==> config.mk <==
export PLATFORM = sky130hd
export DESIGN_NAME = nibble_capture
export DESIGN_NICKNAME = d
export VERILOG_FILES = /design/src/rtl/nibble_capture.sv
export SDC_FILE = /design/constraint.sdc
export NUM_CORES = 1
export LEC_CHECK = 0
export ABC_AREA = 1
export ABC_CLOCK_PERIOD_IN_PS = 2900
export BUFFER_PORTS_ARGS = -buffer_cell sky130_fd_sc_hd__buf_2
export CORE_MARGIN = 1
export CORE_UTILIZATION = 45
export CTS_CLUSTER_SIZE = 16
export DETAILED_ROUTE_END_ITERATION = 16
export PLACE_DENSITY = 0.67
export REMOVE_ABC_BUFFERS = 1
export SYNTH_ARGS = -nofsm -noshare
export SYNTH_HDL_FRONTEND = slang
export SYNTH_SLANG_ARGS = --single-unit
==> constraint.sdc <==
create_clock -name clk -period 2.9 [get_ports clk]
set_clock_uncertainty 0.1 [all_clocks]
set_input_delay 0.435 -clock clk [delete_from_list [all_inputs] [get_ports clk]]
set_output_delay 0.435 -clock clk [all_outputs]
set_load 0.03 [all_outputs]
==> src/rtl/nibble_capture.sv <==
// Debounced switch-nibble capture: a qualified press of btn loads sw into out,
// pulses valid for one cycle and advances a modulo-16 capture count.
module nibble_capture #(
  parameter int DEBOUNCE_CYCLES = 4
) (
  input  logic       clk,
  input  logic       rst,
  input  logic [3:0] sw,
  input  logic       btn,
  output logic [3:0] out,
  output logic       valid,
  output logic [3:0] count
);

  localparam int CW = $clog2(DEBOUNCE_CYCLES) + 1;
  localparam logic [CW-1:0] CNT_LAST = CW'(DEBOUNCE_CYCLES - 1);
  localparam logic [CW-1:0] CNT_ONE  = CW'(1'b1);
  localparam logic [CW-1:0] CNT_ZERO = CW'(1'b0);

  typedef enum logic [1:0] {
    IDLE    = 2'd0,
    PRESS   = 2'd1,
    HELD    = 2'd2,
    RELEASE = 2'd3
  } state_t;

  logic [3:0]    r_sw_meta;
  logic [3:0]    r_sw_s;
  logic          r_btn_meta;
  logic          r_btn_s;
  state_t        r_state;
  logic [CW-1:0] r_cnt;
  logic [3:0]    r_out;
  logic          r_valid;
  logic [3:0]    r_count;

  state_t        w_state_nxt;
  logic [CW-1:0] w_cnt_nxt;
  logic          w_capture;

  // Two-flop synchronisers; nothing downstream touches the raw inputs.
  always_ff @(posedge clk) begin
    if (rst) begin
      r_sw_meta  <= 4'b0000;
      r_sw_s     <= 4'b0000;
      r_btn_meta <= 1'b0;
      r_btn_s    <= 1'b0;
    end else begin
      r_sw_meta  <= sw;
      r_sw_s     <= r_sw_meta;
      r_btn_meta <= btn;
      r_btn_s    <= r_btn_meta;
    end
  end

  // Debounce FSM state and qualification counter.
  always_ff @(posedge clk) begin
    if (rst) begin
      r_state <= IDLE;
      r_cnt   <= CNT_ZERO;
    end else begin
      r_state <= w_state_nxt;
      r_cnt   <= w_cnt_nxt;
    end
  end

  // Next-state logic; a capture fires only on the PRESS->HELD transition.
  always_comb begin
    w_state_nxt = r_state;
    w_cnt_nxt   = r_cnt;
    w_capture   = 1'b0;
    case (r_state)
      IDLE: begin
        if (r_btn_s) begin
          w_state_nxt = PRESS;
          w_cnt_nxt   = CNT_ONE;
        end else begin
          w_state_nxt = IDLE;
          w_cnt_nxt   = CNT_ZERO;
        end
      end
      PRESS: begin
        if (!r_btn_s) begin
          w_state_nxt = IDLE;
          w_cnt_nxt   = CNT_ZERO;
        end else if (r_cnt == CNT_LAST) begin
          w_state_nxt = HELD;
          w_cnt_nxt   = CNT_ZERO;
          w_capture   = 1'b1;
        end else begin
          w_state_nxt = PRESS;
          w_cnt_nxt   = r_cnt + CNT_ONE;
        end
      end
      HELD: begin
        if (!r_btn_s) begin
          w_state_nxt = RELEASE;
          w_cnt_nxt   = CNT_ONE;
        end else begin
          w_state_nxt = HELD;
          w_cnt_nxt   = CNT_ZERO;
        end
      end
      RELEASE: begin
        // A high glitch while releasing goes straight back to HELD without capturing.
        if (r_btn_s) begin
          w_state_nxt = HELD;
          w_cnt_nxt   = CNT_ZERO;
        end else if (r_cnt == CNT_LAST) begin
          w_state_nxt = IDLE;
          w_cnt_nxt   = CNT_ZERO;
        end else begin
          w_state_nxt = RELEASE;
          w_cnt_nxt   = r_cnt + CNT_ONE;
        end
      end
      default: begin
        w_state_nxt = IDLE;
        w_cnt_nxt   = CNT_ZERO;
      end
    endcase
  end

  // Capture register, one-cycle strobe and wrapping capture count.
  always_ff @(posedge clk) begin
    if (rst) begin
      r_out   <= 4'b0000;
      r_valid <= 1'b0;
      r_count <= 4'b0000;
    end else begin
      r_valid <= w_capture;
      if (w_capture) begin
        r_out   <= r_sw_s;
        r_count <= r_count + 4'd1;
      end else begin
        r_out   <= r_out;
        r_count <= r_count;
      end
    end
  end

  assign out   = r_out;
  assign valid = r_valid;
  assign count = r_count;

endmodule

## Word-level counts from Yosys, hierarchy flattened

Cells that the tools add are included.

| word-level totals | value |
|---|---|
| flip-flop bits (word level) | 24 |
| bits of input ports | 7 |
| word-level logic and storage cells | 32 |

| operators by class | value |
|---|---|
| $add $sub $neg | 2 |
| eq/ne operators | 4 |
| multiplexer cells | 16 |
| reductions and logical operators | 1 |

Operators by type and width:

| kind | number |
|---|---|
| $pmux 3 s4 | 1 |
| $mux 3 | 3 |
| $mux 2 | 4 |
| $pmux 2 s4 | 1 |
| $mux 1 | 7 |
| $add 4x1->4 const B | 1 |
| $eq 2x2->1 const B | 2 |
| $add 3x1->3 const B | 1 |
| $eq 3x2->1 const B | 1 |
| $eq 2x1->1 const B | 1 |
| $logic_not 2->1 | 1 |

## Longest topological paths before layout

| logic depth | value |
|---|---|
| word-level depth | 4 |
| gate-level depth with buffers | 7 |

## Least setup slack after synthesis

OpenSTA, ideal clock, no wires.

| path | value |
|---|---|
| kind | register to register |
| start | register r_cnt[0] |
| end | register r_count[2] (netlist: count[2]) |
| setup time | 0.116 ns |
| arrival | 0.979 ns |
| data required time | 2.684 ns |
| path slack | 1.705 ns |
| stages on the path, launching flop included | 8 |
| buffers on the path | 1 |
| period minus slack after synthesis | 1.195 ns |
| path through | dfxtp_1 ha_1 nand3_2 nor2_2 buf_6 nand3_1 nand2_1 nor2_1 |

| on the way | value |
|---|---|
| cells in the longest elaborated chain, start to end | 4 |

RTL lines:

| what | line | text |
|---|---|---|
| start, declared | 32 | `logic [CW-1:0] r_cnt;` |
| start signal, assigned | 63 | `r_cnt <= w_cnt_nxt;` |
| $eq 3x2->1 | 86 | `end else if (r_cnt == CNT_LAST) begin` |
| $mux 1 | 86 |  |
| $mux 1 | 83 | `if (!r_btn_s) begin` |
| $mux 1 | 72 | `case (r_state)` |
| end signal, assigned | 134 | `r_count <= r_count + 4'd1;` |
| end signal, assigned | 137 | `r_count <= r_count;` |
| end, declared | 35 | `logic [3:0] r_count;` |

Every way passes these cells.
A chain may end at the register's enable or synchronous reset.

## Worst setup path in the final report

| path | value |
|---|---|
| start | register r_cnt[0] |
| end | register r_out[1] (netlist: out[1]) |

| on the way | value |
|---|---|
| cells in the longest elaborated chain, start to end | 4 |

RTL lines:

| what | line | text |
|---|---|---|
| $eq 3x2->1 | 86 |  |
| $mux 1 | 86 |  |
| $mux 1 | 83 |  |
| $mux 1 | 72 |  |
| end signal, assigned | 133 | `r_out <= r_sw_s;` |
| end signal, assigned | 136 | `r_out <= r_out;` |
| end, declared | 33 | `logic [3:0] r_out;` |

Every way passes these cells.

==> results.yml <==
run_status:
  outcome: "completed"
synth:
  synth.top_cells.by_count: "nor2_1 (28), dfxtp_1 (24), inv_1 (18)"
  synth_top_area_share_pct: 57.7
  syn-instance-count: 99
  synth_area_leaders: "dfxtp_1 (58%), nor2_1 (13%), inv_1 (8.1%)"
  synth_edf_count: 0
  synth_top_area_cell: "dfxtp_1"
  avgSynthCellArea_um2: 8.40
  synth-seq-cells: 24
  synth_ff_type: "dfxtp_1"
  yosysSeqAreaShare_pct: 57.7
  yosys.cell_types.count: 15
  syn_area_um2: 832
  yosysWarnings: 0
  yosysMostFrequentCell: "nor2_1"
  synthArstFlopShare_pct: 0
clock_network:
  clockBufferDepth: 2
  cts_hold_buffers: 0
  numCtsBuffers: 3
  insertion_delay_ps: 310
  clkTransAtPathRegs_ps: 130
  cts_tree: "done"
  cts_root_buf: "clkbuf_4"
  h-tree-depth: 1
  cts.sinks: 24
  post_cts_buffers: 0
  cts_resized: 0
place:
  port_buffers: 15
  place_area_um2: 905
  hpwl_um: 774
  place_inst: 136
  gp_congestion: 0.730
worst_hold_path:
  hp-class: "in2reg"
  min_from: "sw[0]"
routing:
  viasPerCell: 4.18
  drc: 0
  routed_wirelength_um: 1100
  vias: 585
  wire_per_inst_um: 7.83
  antenna_left: 0
  first_iter_violations: 2
  dr.pass1.iters: 2
grt:
  antenna_found_initial: 0
  grt_pass1_wl_um: 1640
  grt_max_degree: 15
  track_usage_pct: 11.6
  grt_pass1_vias: 438
  grt-ovfl-total: 0
job:
  drv_cap: 0
setup_path:
  slowest_delay_ps: 360
  cp_max_fo: 11
  cp-start-kind: "flip-flop"
  path_cells: "ha_1, nand3_2, nor2_2, inv_1, nor2_1, nor2_1"
  cpMostUsedCell: "nor2_1"
  critPathTopFamily: "simple AND/OR/NAND/NOR gates"
  crit_required_ps: 3010
  worst_ep_arrival_time_ps: 1680
  critPathLaunch: "r_cnt[0]"
  critical-path-slowest-cell: "dfxtp_1"
  worst-setup-path-type: "reg2reg"
  critPathBufInv: 1
  crit-reg2reg-launch: "r_cnt[0]"
  worstSetupEndpointType: "flip-flop"
floorplan:
  fp.dieH_um: 45
  coreArea_um2: 1730
  pin_count: 16
  num_rows: 15
  die_w_um: 45
  start_util_pct: 48.2
  die_area_um2: 2030
sta:
  finalSetupViolCount: 0
  final.setup.tns_ps: 0
  slew_headroom_pct: 75.3
  finalHoldViolations: 0
  maxSlewViolCount: 0
  timing.final.crit_share_pct: 54.0
  max_slew.worst_pin.slew_ps: 370
  fmax_mhz: 638
  holdWs_ps: 205
  rsz0062_at_grt: "false"
  period_minus_slack_ps: 1570
finish:
  diodes: 0
  final_area_um2: 957
  nNetsFinal: 125
  filler_cell_count: 171
  drive_gt1_share_pct: 18.3
  fin_cells: 140
  syn_to_final_growth_pct: 15.0
power_and_ir_drop:
  p_leak_nw: 0.482
  peakVddDrop_mv: 0.320
  powerDensity_nw_per_um2: 617
state kept, by name, indices dropped and copies added, names as in the netlist:
name	cells
r_sw_s	4
out	4
r_btn_s	1
r_cnt	3
r_state	2
r_btn_meta	1
count	4
valid	1
r_sw_meta	4
worst min-delay path, delay by kind of cell:
family,cells,cell delay (ps)
buf+inv,2,130
simple gates,1,30
per-stage QoR:
stage	util (%)	setup WS [ps]	total power, mW
CTS	55.4	1330	0.598
global route	55.4	1210	0.612
global placement	52.4	1440	0.362
floorplan	-	1570	0.355
detailed placement	52.4	1350	0.363
finish	55.4	1330	0.590
final timing paths:
check	end	slack [ps]	cells after the start
worst max-delay path	out[1]	1330	6
worst min-delay path	r_sw_meta[0]	200	3
worst max register to register	out[1]	1330	6
worst min register to register	r_sw_s[2]	310	2
layout by cell type, fill, tap and decap left out:
cell type | netlist | layout
a211oi_1 | 1 | 1
a21oi_1 | 3 | 3
buf_2 | 0 | 15
bufinv_16 | 0 | 1
clkbuf_4 | 0 | 3
dfxtp_1 | 24 | 24
ha_1 | 2 | 2
inv_1 | 18 | 18
nand2_1 | 7 | 7
nand3_1 | 3 | 3
nand3_2 | 1 | 1
nor2_1 | 28 | 28
nor2_2 | 1 | 1
nor3_1 | 1 | 1
o21ai_0 | 7 | 7
cell type report:
cell class	instances	area [µm²]	area share [%]
multi-input combinational	54	250	26.1
clock buffer	3	22.5	2.35
inverter	18	67.6	7.06
clock inverter	1	30.0	3.14
timing repair buffer	15	75.1	7.84
sequential	24	480	50.2
tap	25	31.3	3.27
power by group:
group / switching (mW) / internal [mW]
clock: 0.0959 / 0.140
combinational: 0.00917 / 0.00655
sequential: 0.00223 / 0.337
metal layers:
layer / up-vias / track usage, % / share of wire, % / routed length, µm
met5: - / 0 / 0 / 0
met4: 0 / 10.9 / 2.9 / 32
met2: 13 / 19.1 / 44 / 477
met3: 5 / 2.40 / 3.5 / 38
li1: 332 / - / - / -
met1: 235 / 12.1 / 50 / 547
kinds of logic (layout without fill, tap and decap cells):
group                      count (synthesis)  count (layout)  share of synthesized area [%]
and+or+nand+nor                           41              41                           20.2
buffers and inverters                     21              37                           12.2
adders and majority gates                  2               2                           3.01
AOI/OAI and AO/OA                         11              11                           6.92
DFF                                       24              24                           57.7
Power figures use the tool's default switching activity.
